## config.mk

```make
export PLATFORM = sky130hd
export DESIGN_NAME = quiz_round_controller
export DESIGN_NICKNAME = d
export VERILOG_FILES = /design/src/rtl/quiz_pkg.sv /design/src/rtl/cycle_timer.sv /design/src/rtl/quiz_round_controller.sv
export SDC_FILE = /design/constraint.sdc
export NUM_CORES = 1
export LEC_CHECK = 0
export ABC_AREA = 0
export ABC_CLOCK_PERIOD_IN_PS = 6000
export CAP_MARGIN = 40
export CORE_MARGIN = 10
export CORE_UTILIZATION = 55
export DETAILED_ROUTE_END_ITERATION = 12
export GPL_ROUTABILITY_DRIVEN = 0
export GPL_TIMING_DRIVEN = 0
export HOLD_SLACK_MARGIN = 0.05
export PLACE_DENSITY_LB_ADDON = 0.05
export SLEW_MARGIN = 10
export SYNTH_ARGS = -nofsm -noshare
export SYNTH_HDL_FRONTEND = slang
export SYNTH_SLANG_ARGS = --single-unit
export TNS_END_PERCENT = 1
```

## constraint.sdc

```tcl
create_clock -name i_clk -period 6 [get_ports i_clk]
set_input_delay 1.2 -clock i_clk [delete_from_list [all_inputs] [get_ports i_clk]]
set_output_delay 1.2 -clock i_clk [all_outputs]
set_load 0.005 [all_outputs]
```

## src/rtl/quiz_pkg.sv

```systemverilog
// Shared types and default sizing for the quiz round controller.
package quiz_pkg;

  typedef logic [1:0] ans_t;

  typedef enum logic [2:0] {
    ST_IDLE     = 3'd0,
    ST_CLEAR    = 3'd1,
    ST_SHOW     = 3'd2,
    ST_WAIT_ANS = 3'd3,
    ST_JUDGE    = 3'd4,
    ST_NEXT     = 3'd5,
    ST_DONE     = 3'd6
  } quiz_state_e;

  localparam int DEF_NUM_Q       = 10;
  localparam int DEF_SHOW_CYC    = 50;
  localparam int DEF_ANS_TIMEOUT = 1000;

endpackage

```

## src/rtl/cycle_timer.sv

```systemverilog
// Loadable down-counter; expire is flagged while enabled and the count has reached zero.
module cycle_timer #(
  parameter int W = 8
) (
  input  logic         i_clk,
  input  logic         i_rst_n,
  input  logic         i_load,
  input  logic [W-1:0] i_load_val,
  input  logic         i_en,
  output logic         o_expire
);

  logic [W-1:0] r_cnt;

  always_ff @(posedge i_clk or negedge i_rst_n) begin
    if (!i_rst_n) begin
      r_cnt <= '0;
    end else if (i_load) begin
      r_cnt <= i_load_val;
    end else if (i_en && (r_cnt != '0)) begin
      r_cnt <= r_cnt - 1'b1;
    end
  end

  assign o_expire = i_en && (r_cnt == '0);

endmodule

```

## src/rtl/quiz_round_controller.sv

```systemverilog
// Sequences a quiz game: show each question, collect or time out an answer, judge it.
module quiz_round_controller
  import quiz_pkg::*;
#(
  parameter int NUM_Q       = DEF_NUM_Q,
  parameter int SHOW_CYC    = DEF_SHOW_CYC,
  parameter int ANS_TIMEOUT = DEF_ANS_TIMEOUT
) (
  input  logic                     i_clk,
  input  logic                     i_rst_n,
  input  logic                     i_start,
  input  logic                     i_ans_valid,
  input  ans_t                     i_ans_data,
  output logic                     o_ans_ready,
  input  ans_t                     i_key_data,
  output logic [$clog2(NUM_Q)-1:0] o_q_idx,
  output logic                     o_q_show,
  output logic                     o_score_clr,
  output logic                     o_correct,
  output logic                     o_wrong,
  output logic                     o_timeout,
  output logic                     o_busy,
  output logic                     o_done
);

  localparam int QW      = $clog2(NUM_Q);
  localparam int MAX_CYC = (SHOW_CYC > ANS_TIMEOUT) ? SHOW_CYC : ANS_TIMEOUT;
  localparam int TW      = $clog2(MAX_CYC + 1);

  quiz_state_e   r_state;
  quiz_state_e   w_state_next;
  logic [QW-1:0] r_q_idx;
  ans_t          r_cap;
  logic          r_match;
  logic          r_timeout;
  logic          w_tmr_load;
  logic [TW-1:0] w_tmr_val;
  logic          w_tmr_en;
  logic          w_tmr_exp;
  logic          w_handshake;
  logic          w_last_q;

  assign w_handshake = (r_state == ST_WAIT_ANS) && i_ans_valid;
  assign w_last_q    = (r_q_idx == QW'(NUM_Q - 1));

  // The timer is reloaded on every transition into SHOW or WAIT_ANS.
  // WAIT_ANS loads ANS_TIMEOUT-2 so the registered timeout lands ANS_TIMEOUT-1 cycles after entry.
  always_comb begin
    w_state_next = r_state;
    w_tmr_load   = 1'b0;
    w_tmr_val    = '0;
    w_tmr_en     = 1'b0;
    unique case (r_state)
      ST_IDLE, ST_DONE: begin
        if (i_start) w_state_next = ST_CLEAR;
      end
      ST_CLEAR: begin
        w_state_next = ST_SHOW;
        w_tmr_load   = 1'b1;
        w_tmr_val    = TW'(SHOW_CYC - 1);
      end
      ST_SHOW: begin
        w_tmr_en = 1'b1;
        if (w_tmr_exp) begin
          w_state_next = ST_WAIT_ANS;
          w_tmr_load   = 1'b1;
          w_tmr_val    = TW'(ANS_TIMEOUT - 2);
        end
      end
      ST_WAIT_ANS: begin
        w_tmr_en = 1'b1;
        if (w_handshake)    w_state_next = ST_JUDGE;
        else if (w_tmr_exp) w_state_next = ST_NEXT;
      end
      ST_JUDGE: begin
        w_state_next = ST_NEXT;
      end
      ST_NEXT: begin
        if (w_last_q) begin
          w_state_next = ST_DONE;
        end else begin
          w_state_next = ST_SHOW;
          w_tmr_load   = 1'b1;
          w_tmr_val    = TW'(SHOW_CYC - 1);
        end
      end
      default: w_state_next = ST_IDLE;
    endcase
  end

  cycle_timer #(
    .W (TW)
  ) u_timer (
    .i_clk      (i_clk),
    .i_rst_n    (i_rst_n),
    .i_load     (w_tmr_load),
    .i_load_val (w_tmr_val),
    .i_en       (w_tmr_en),
    .o_expire   (w_tmr_exp)
  );

  always_ff @(posedge i_clk or negedge i_rst_n) begin
    if (!i_rst_n) begin
      r_state   <= ST_IDLE;
      r_q_idx   <= '0;
      r_cap     <= '0;
      r_match   <= 1'b0;
      r_timeout <= 1'b0;
    end else begin
      r_state   <= w_state_next;
      r_timeout <= (r_state == ST_WAIT_ANS) && !i_ans_valid && w_tmr_exp;
      if (r_state == ST_CLEAR) begin
        r_q_idx <= '0;
      end else if ((r_state == ST_NEXT) && !w_last_q) begin
        r_q_idx <= r_q_idx + 1'b1;
      end
      // Key comparison is captured with the answer so the verdict is a pure register decode.
      if (w_handshake) begin
        r_cap   <= i_ans_data;
        r_match <= (i_ans_data == i_key_data);
      end
    end
  end

  assign o_ans_ready = (r_state == ST_WAIT_ANS);
  assign o_q_show    = (r_state == ST_SHOW);
  assign o_score_clr = (r_state == ST_CLEAR);
  assign o_correct   = (r_state == ST_JUDGE) && r_match;
  assign o_wrong     = (r_state == ST_JUDGE) && !r_match;
  assign o_timeout   = r_timeout;
  assign o_busy      = (r_state != ST_IDLE) && (r_state != ST_DONE);
  assign o_done      = (r_state == ST_DONE);
  assign o_q_idx     = r_q_idx;

endmodule

```

# Word-level counts from Yosys, hierarchy flattened

Cells that the tools add are included.

Logic and storage cells: 57
Bits in registers: 19
Output and inout port bits: 12
Input port bits: 8

Equality and inequality tests: 12
Add/subtract/negate cells: 2
Multiplexer cells: 17
Reduce and logical (&&, ||, !) cells: 21

Operators by type and width:

| operator                                           | count |
|---|---|
| 2-to-1 mux 10 bit                                  | 3 |
| case mux 10 bit (3 select lines)                   | 1 |
| case mux 3 bit (6 select lines)                    | 1 |
| 2-to-1 mux 3 bit                                   | 5 |
| logical NOT 10 bit                                 | 1 |
| nonzero test 10 bit                                | 1 |
| subtractor 10 x 1 -> 10 bit, second input constant | 1 |
| == test 3 bit, second input constant               | 3 |
| logical AND 1 bit                                  | 9 |
| 2-to-1 mux 4 bit                                   | 2 |
| == test 3 x 2 -> 1 bit, second input constant      | 2 |
| 2-to-1 mux 6 bit                                   | 1 |
| adder 4 x 1 -> 4 bit, second input constant        | 1 |
| == test 4 bit, second input constant               | 1 |
| nonzero test 2 bit                                 | 2 |
| OR reduction 2 bit                                 | 2 |
| == test 3 x 1 -> 1 bit, second input constant      | 1 |
| logical NOT 1 bit                                  | 3 |
| logical NOT 3 bit                                  | 1 |
| 2-to-1 mux 1 bit                                   | 3 |
| != test 3 x 1 -> 1 bit, second input constant      | 1 |
| != test 3 bit, second input constant               | 1 |
| case mux 1 bit (3 select lines)                    | 1 |
| AND reduction 3 bit                                | 1 |
| other kinds (4)                                    | 4 |

# Longest topological paths before layout

Gate-level depths: netlist (run 1).

Depth in word-level cells: 7
Gate-level depth with buffers: 8
Gate-level depth less buffers: 6

# Hierarchy

A second synthesis (run 1) with hierarchy kept.

Cell total of the unflattened synthesis: 162
Area, all modules: 1,475.2 µm²

By module, submodules not included:

| module                | area each (µm²) | cells each | instances |
|---|---|---|---|
| quiz_round_controller | 752.0           | 79         | 1 |
| cycle_timer           | 723.2           | 83         | 1 |

# Worst setup path before layout (run 1)

No wires, ideal clock.

Path type: register to output
Start: reg r_state[2]
End: out o_busy
Path slack: 3.768 ns
Buffers on the path: 1
Arrival: 1.032 ns
Data required time: 4.800 ns
Stages on the path, launching flop included: 5
Cell sequence: dfrtp_1 > clkbuf_1 > inv_1 > nor2_1 > or3_1

Cells in the longest elaborated chain, start to end: 2

RTL lines:

| what                                                       | RTL line                     | source |
|---|---|---|
| from (decl)                                                | quiz_round_controller.sv:30  | `quiz_state_e r_state;` |
| from (signal assigned)                                     | quiz_round_controller.sv:110 | `r_state <= w_state_next;` |
| != test 3 bit / nonzero test 3 bit (equally long branches) | quiz_round_controller.sv:131 | `assign o_busy = (r_state != ST_IDLE) && (r_state != ST_DONE);` |
| logical AND 1 bit (*)                                      | quiz_round_controller.sv:131 |  |
| to (decl)                                                  | quiz_round_controller.sv:22  | `output logic o_busy,` |

Mark *: on every way between the ends. The rest lies on a longest branch, timed or not.

# Worst setup path after layout (run 1)

Ends and elaborated chain as after synthesis.

==> results.toml, run 1 <==
[power]
p_sw_mw = 0.302
p_sw_share_pct = 44.8
pwr-share-clk_pct = 9.6
ir_drop_mv = 0.238
combPwrFrac_pct = 56.6
powerDensity_nw_per_um2 = 443
cellLeakagePower_nw = 0.607
internal_power_mw = 0.371
seq_power_share_pct = 33.9

[global_route]
overflow = 0
grt_pass1_vias = 1091
grt_max_degree = 11
grt_pass1_wl_mm = 4.77
grt.total_usage_pct = 12.9
antenna_found_initial = 0

[placed_design]
io_buffers = 19
place_ws_ps = 3220
dp.cells = 189
dp_hpwl_mm = 2.15

[critical_path]
end_kind = "output port"
crit_path_max_fanout = 10
cp_cell_sequence = "clkbuf_1 -> inv_1 -> nor2_1 -> or3_1 -> clkdlybuf4s50_1"
critical-path-max-stage-delay_ps = 460
path_delay_family = "buffers and inverters"
start_kind = "register"
cp_data_required_time_ps = 4800
critPathSlowestCell = "clkdlybuf4s50_1"
path_buf_inv = 3
cp.arrival_ps = 1920
worstSetupPathType = "reg2out"

[synth]
synth.avg_cell_area_um2 = 8.91
yosysSeqAreaShare_pct = 37.8
synth_cells = 141
yosys.area_share.simple_pct = 26.6
syn_nets = 154
synthAdderAreaFrac_pct = 4.98
synthesis.area_um2 = 1260
synth.area.mux_share_pct = 4.08
ys_warn_count = 0
synth_seq_cells = 19
synth_flop_cell = "dfrtp_1"
synth_top_family_by_area = "simple AND/OR/NAND/NOR gates"
synth-xor-area-share_pct = 3.49
synth_edf_count = 0
synthDistinctLibCells = 41
synth_compound_gate_area_share_pct = 19.4
ys_async_sr_fraction_pct = 100

[drt]
drt-total-wl_mm = 2.75
ant_nets = 0
num_vias = 1121
drcViolationCount = 0
post_drt_wl_per_cell_um = 14.3
drt_iter0_markers = 72
first_pass_iters = 4
viasPerCell = 5.81

[cells_and_area]
instances_no_fill = 193
area_delta_synth_final_pct = 20.9
drive_gt1_share_pct = 6.06
nets = 179
antenna_cells = 0
nFillCells = 185
layout_common_cells = "19 x clkdlybuf4s50_1, 19 x dfrtp_1, 14 x nand2_1"
utilization_pct = 69.3
regArea_um2 = 475
multiInputGateArea_um2 = 736

[sta]
hold_viol = 0
rsz0062_at_grt = "no"
setup_slack_ps = 2880
setup_viol = 0
fmax_mhz = 320
maxSlewHeadroom_pct = 62.1
min_period_ps = 3120
finalCritPeriodShare_pct = 52.1
drv_slew = 0
worst_pin_slew_ps = 564
finClkSkew_ps = 3.68
setup-tns-final_ps = 0

[die]
fp.dieArea_um2 = 4600
rows = 17
die_w_um = 67.8
start_util_pct = 57.3
pin_count = 20
die-height_um = 67.8
core_area_um2 = 2190

[cts]
cts_setup_buffers = 0
cts.clk_slew.worst_paths_ps = 100
holdBufCountCts = 0
cts_tree = "built"
htreeDepth = 1
cts.sinks = 19
cts_resized = 0
clockRootBuffer = "clkbuf_4"
cts_inserted_buffers = 3
clk_latency_ps = 290
clk_path_buf_depth = 2

[status]
status = "complete, no violations"

[min_path]
hp-class = "reg2reg"

[job]
maxCapViolCount = 0
power by group through the flow:
stage / registers [mW] / clock network [mW] / logic, mW
after floorplan: 0.216 / 0 / 0.278
after global placement: 0.227 / 0 / 0.372
after detailed placement: 0.230 / 0 / 0.378
after CTS: 0.227 / 0.0672 / 0.381
after global routing: 0.237 / 0.0728 / 0.431
final: 0.228 / 0.0644 / 0.381
flip-flops by register name (all words and copies together), names as in the netlist:
register and count:
r_match 1, r_state 3, o_q_idx 4, u_timer.r_cnt 10
o_timeout 1
per-stage QoR:
step | hold WS (ps) | cell area [um2] | power (mW)
after global routing | 547 | 1520 | 0.741
after global placement | 493 | 1480 | 0.599
after detailed placement | 499 | 1490 | 0.607
after CTS | 523 | 1520 | 0.675
final | 516 | 1520 | 0.673
after floorplan | 463 | 1260 | 0.494
worst paths after layout:
| path | to | depth (start not counted) | startpoint | slack [ps] |
|---|---|---|---|---|
| min in group asynchronous | u_timer.r_cnt[6]$_DFFE_PN0P_ | 1 | i_rst_n | 1210 |
| min | r_match$_DFFE_PN0P_ | 2 | r_match$_DFFE_PN0P_ | 520 |
| max reg2reg | u_timer.r_cnt[8]$_DFFE_PN0P_ | 8 | r_state[2]$_DFFE_PN0P_ | 3630 |
| max in group asynchronous | o_timeout$_DFF_PN0_ | 2 | i_rst_n | 4340 |
| min reg2reg | r_match$_DFFE_PN0P_ | 2 | r_match$_DFFE_PN0P_ | 520 |
| max | o_busy | 5 | r_state[2]$_DFFE_PN0P_ | 2880 |
cell usage after synthesis (2+ instances only):
cell	n	share of area (%)
a21oi_1	10	4.0
clkbuf_1	5	1.5
nor3_1	5	2.0
a211oi_1	3	1.8
nor3b_1	4	2.4
nor2b_1	4	2.0
nand2_1	14	4.2
o21ai_0	10	4.0
ha_1	5	5.0
o32ai_1	2	1.4
nand3_1	5	2.0
or2_2	2	1.0
nand4_1	4	2.0
xor2_1	4	2.8
inv_1	7	2.1
dfrtp_1	19	38
mux2i_1	4	3.2
or3_1	2	1.0
nor2_1	10	3.0
logic make-up (layout without fill, tap and decap cells):
| kind of cell | Yosys count | count (layout) |
|---|---|---|
| AOI/OAI and AO/OA | 35 | 35 |
| xor gates and xnor gates | 5 | 5 |
| adders and majority gates | 5 | 5 |
| buffers and inverters | 12 | 36 |
| DFF | 19 | 19 |
| muxes | 5 | 5 |
| and+or+nand+nor | 60 | 60 |
worst reg2reg max path, stage by stage, from the launching register on:
cell and delay (ps):
dfrtp_1 450, clkbuf_1 230, inv_1 150, ha_1 150, clkbuf_1 390, nand4bb_1 310
nor3_1 300, mux2i_1 210, o21ai_0 80
per-layer routing:
metal | GRT usage, % | part of all wire, %
met5 | 0 | 0
met4 | 3.77 | 0.62
met3 | 3.97 | 5.7
met2 | 21.7 | 48
met1 | 15.5 | 46
layout make-up:
class                   count  area share (%)
plain buffers               5            1.24
clock buffers               4            1.73
inverters                   7            1.73
multi-input cells         110            48.4
flip-flops and latches     19            31.3
well taps                  28            2.31
repair buffers             20            13.3
No activity file was read; power rests on OpenSTA's default activity.
==> inputs of run 2 (changes only) <==
--- a/config.mk
+++ b/config.mk
@@ -6,10 +6,10 @@
 export NUM_CORES = 1
 export LEC_CHECK = 0
 export ABC_AREA = 0
-export ABC_CLOCK_PERIOD_IN_PS = 6000
+export ABC_CLOCK_PERIOD_IN_PS = 3060
 export CAP_MARGIN = 40
 export CORE_MARGIN = 10
-export CORE_UTILIZATION = 55
+export CORE_UTILIZATION = 52
 export DETAILED_ROUTE_END_ITERATION = 12
 export GPL_ROUTABILITY_DRIVEN = 0
 export GPL_TIMING_DRIVEN = 0
==> constraint.sdc (replaced) <==
create_clock -name i_clk -period 3.06 [get_ports i_clk]
set_input_delay 0.612 -clock i_clk [delete_from_list [all_inputs] [get_ports i_clk]]
set_output_delay 0.612 -clock i_clk [all_outputs]
set_load 0.005 [all_outputs]
==> results.toml, run 2 (synthesis results as in run 1) <==
[critical_path]
cp_cell_sequence = "nor3b_1 -> clkdlybuf4s50_1"
end_kind = "output port"
path_buf_inv = 1
path_delay_family = "buffers and inverters"
cp.arrival_ps = 1980
worstSetupPathType = "reg2out"
start_kind = "register"
critPathSlowestCell = "clkdlybuf4s50_1"
cp_data_required_time_ps = 2450
critical-path-max-stage-delay_ps = 630
crit_path_max_fanout = 6

[sta]
drv_slew = 0
worst_pin_slew_ps = 646
rsz0062_at_grt = "no"
setup_viol = 0
setup-tns-final_ps = 0
fmax_mhz = 386
finalCritPeriodShare_pct = 84.7
min_period_ps = 2590
finClkSkew_ps = 8.02
maxSlewHeadroom_pct = 56.8
hold_viol = 0

[power]
power.total_mw = 1.35
powerDensity_nw_per_um2 = 884
ir_drop_mv = 0.449
internal_power_mw = 0.729
seq_power_share_pct = 33.5
p_sw_mw = 0.619
pwr-share-clk_pct = 9.4
cellLeakagePower_nw = 0.612
p_sw_share_pct = 45.9
combPwrFrac_pct = 57.1

[die]
core_area_um2 = 2250
start_util_pct = 55.7
die-height_um = 69.2
die_w_um = 69.2
fp.dieArea_um2 = 4780
pin_count = 20
rows = 17

[cts]
cts.clk_slew.worst_paths_ps = 120
clk_latency_ps = 300
cts_setup_buffers = 0
cts_tree = "built"
clockRootBuffer = "clkbuf_4"
cts.sinks = 19
cts_inserted_buffers = 3
holdBufCountCts = 0
htreeDepth = 1
clk_path_buf_depth = 2
cts_resized = 0

[placed_design]
place_area_um2 = 1500
dp.cells = 189
dp_hpwl_mm = 2.29
io_buffers = 19

[min_path]
hp-class = "reg2reg"

[job]
maxCapViolCount = 0

[cells_and_area]
instances_no_fill = 193
utilization_pct = 67.6
layout_common_cells = "19 x clkdlybuf4s50_1, 19 x dfrtp_1, 14 x nand2_1"
nets = 179
regMostFlops = "u_timer.r_cnt"
drive_gt1_share_pct = 6.67
largest_reg_flops = 10
post-route-cell-area_um2 = 1520
area_delta_synth_final_pct = 21.3
antenna_cells = 0

[global_route]
grt_pass1_vias = 1187
grt_pass1_wl_mm = 5.22
overflow = 0
met2_usage_pct = 21.9
grt_max_degree = 15
busiest_layer = "met2"
grt_use_met1_pct = 13.4
antenna_found_initial = 0
grtUsageMet3_pct = 4.28
grt.total_usage_pct = 12.4

[drt]
drt_iter0_markers = 71
drt-total-wl_mm = 2.98
post_drt_wl_per_cell_um = 15.4
viasPerCell = 6.05
num_vias = 1167
drcViolationCount = 0
ant_nets = 0
first_pass_iters = 4

[status]
status = "complete, no violations"
==> run 2: cell count changes in the layout (fill, tap and decap cells not counted), sizes merged <==
cell    change
clkbuf      -1
clkinv      +1
==> run 2: layout make-up <==
cell class | instances | area, um2
multi-input combinational | 110 | 736
fill | 202 | 731
sequential | 19 | 475
timing repair buffer | 20 | 205
tap | 28 | 35.0
inverter | 7 | 26.3
clock buffer | 3 | 22.5
buffer | 5 | 18.8
clock inverter | 1 | 5.00
==> run 2: worst paths after layout <==
path                                             start                      endpoint  slack (ps)  cells after the start
worst max-delay path            r_state[0]$_DFFE_PN0P_                      o_q_show         470                      2
worst min-delay path               r_match$_DFFE_PN0P_           r_match$_DFFE_PN0P_         520                      2
worst max register to register  r_state[2]$_DFFE_PN0P_  u_timer.r_cnt[8]$_DFFE_PN0P_         740                      8
worst min register to register     r_match$_DFFE_PN0P_           r_match$_DFFE_PN0P_         520                      2
max in group asynchronous                      i_rst_n        r_state[1]$_DFFE_PN0P_        2090                      2
min in group asynchronous                      i_rst_n  u_timer.r_cnt[4]$_DFFE_PN0P_         560                      1
==> run 2: tightest hold or removal path: cells and delay by family, from the launching register on <==
family / cells / cell delay (ps)
flops: 1 / 380
simple gates: 1 / 60
compound gates: 1 / 50
==> run 2: power groups by stage <==
stage	logic, mW	clock network [mW]	registers (mW)
floorplan	0.545	0	0.424
global placement	0.732	0	0.447
detailed placement	0.759	0	0.452
CTS	0.765	0.132	0.448
global route	0.870	0.144	0.462
finish	0.769	0.127	0.451
==> run 2: metrics by stage <==
step | hold WS, ps | setup WS (ps)
global route | 563 | 355
finish | 522 | 468
CTS | 529 | 443
detailed placement | 498 | 789
floorplan | 316 | 1100
global placement | 498 | 810
==> run 2: per-layer routing <==
layer  up-vias  routed length, um
met1       567               1300
met4         0                 40
met3         6                176
met2        30               1460
met5         -                  0
li1        564                  -
==> inputs of run 3 (changes only) <==
--- a/config.mk
+++ b/config.mk
@@ -6,7 +6,7 @@
 export NUM_CORES = 1
 export LEC_CHECK = 0
 export ABC_AREA = 0
-export ABC_CLOCK_PERIOD_IN_PS = 3060
+export ABC_CLOCK_PERIOD_IN_PS = 2700
 export CAP_MARGIN = 40
 export CORE_MARGIN = 10
 export CORE_UTILIZATION = 52
==> constraint.sdc (replaced) <==
create_clock -name i_clk -period 2.7 [get_ports i_clk]
set_input_delay 0.54 -clock i_clk [delete_from_list [all_inputs] [get_ports i_clk]]
set_output_delay 0.54 -clock i_clk [all_outputs]
set_load 0.005 [all_outputs]
==> results of run 3 <==
The final DEF is identical to that of run 2. Status: complete, no violations.
Among the figures that moved: setup slack after placement 789 ps -> 429 ps; setup slack after layout 468 ps -> 180 ps; hold slack 522 ps -> 489 ps; register-to-register setup slack 740 ps -> 380 ps; total power 1.35 mW -> 1.53 mW; worst IR drop on VDD 0.449 mV -> 0.508 mV
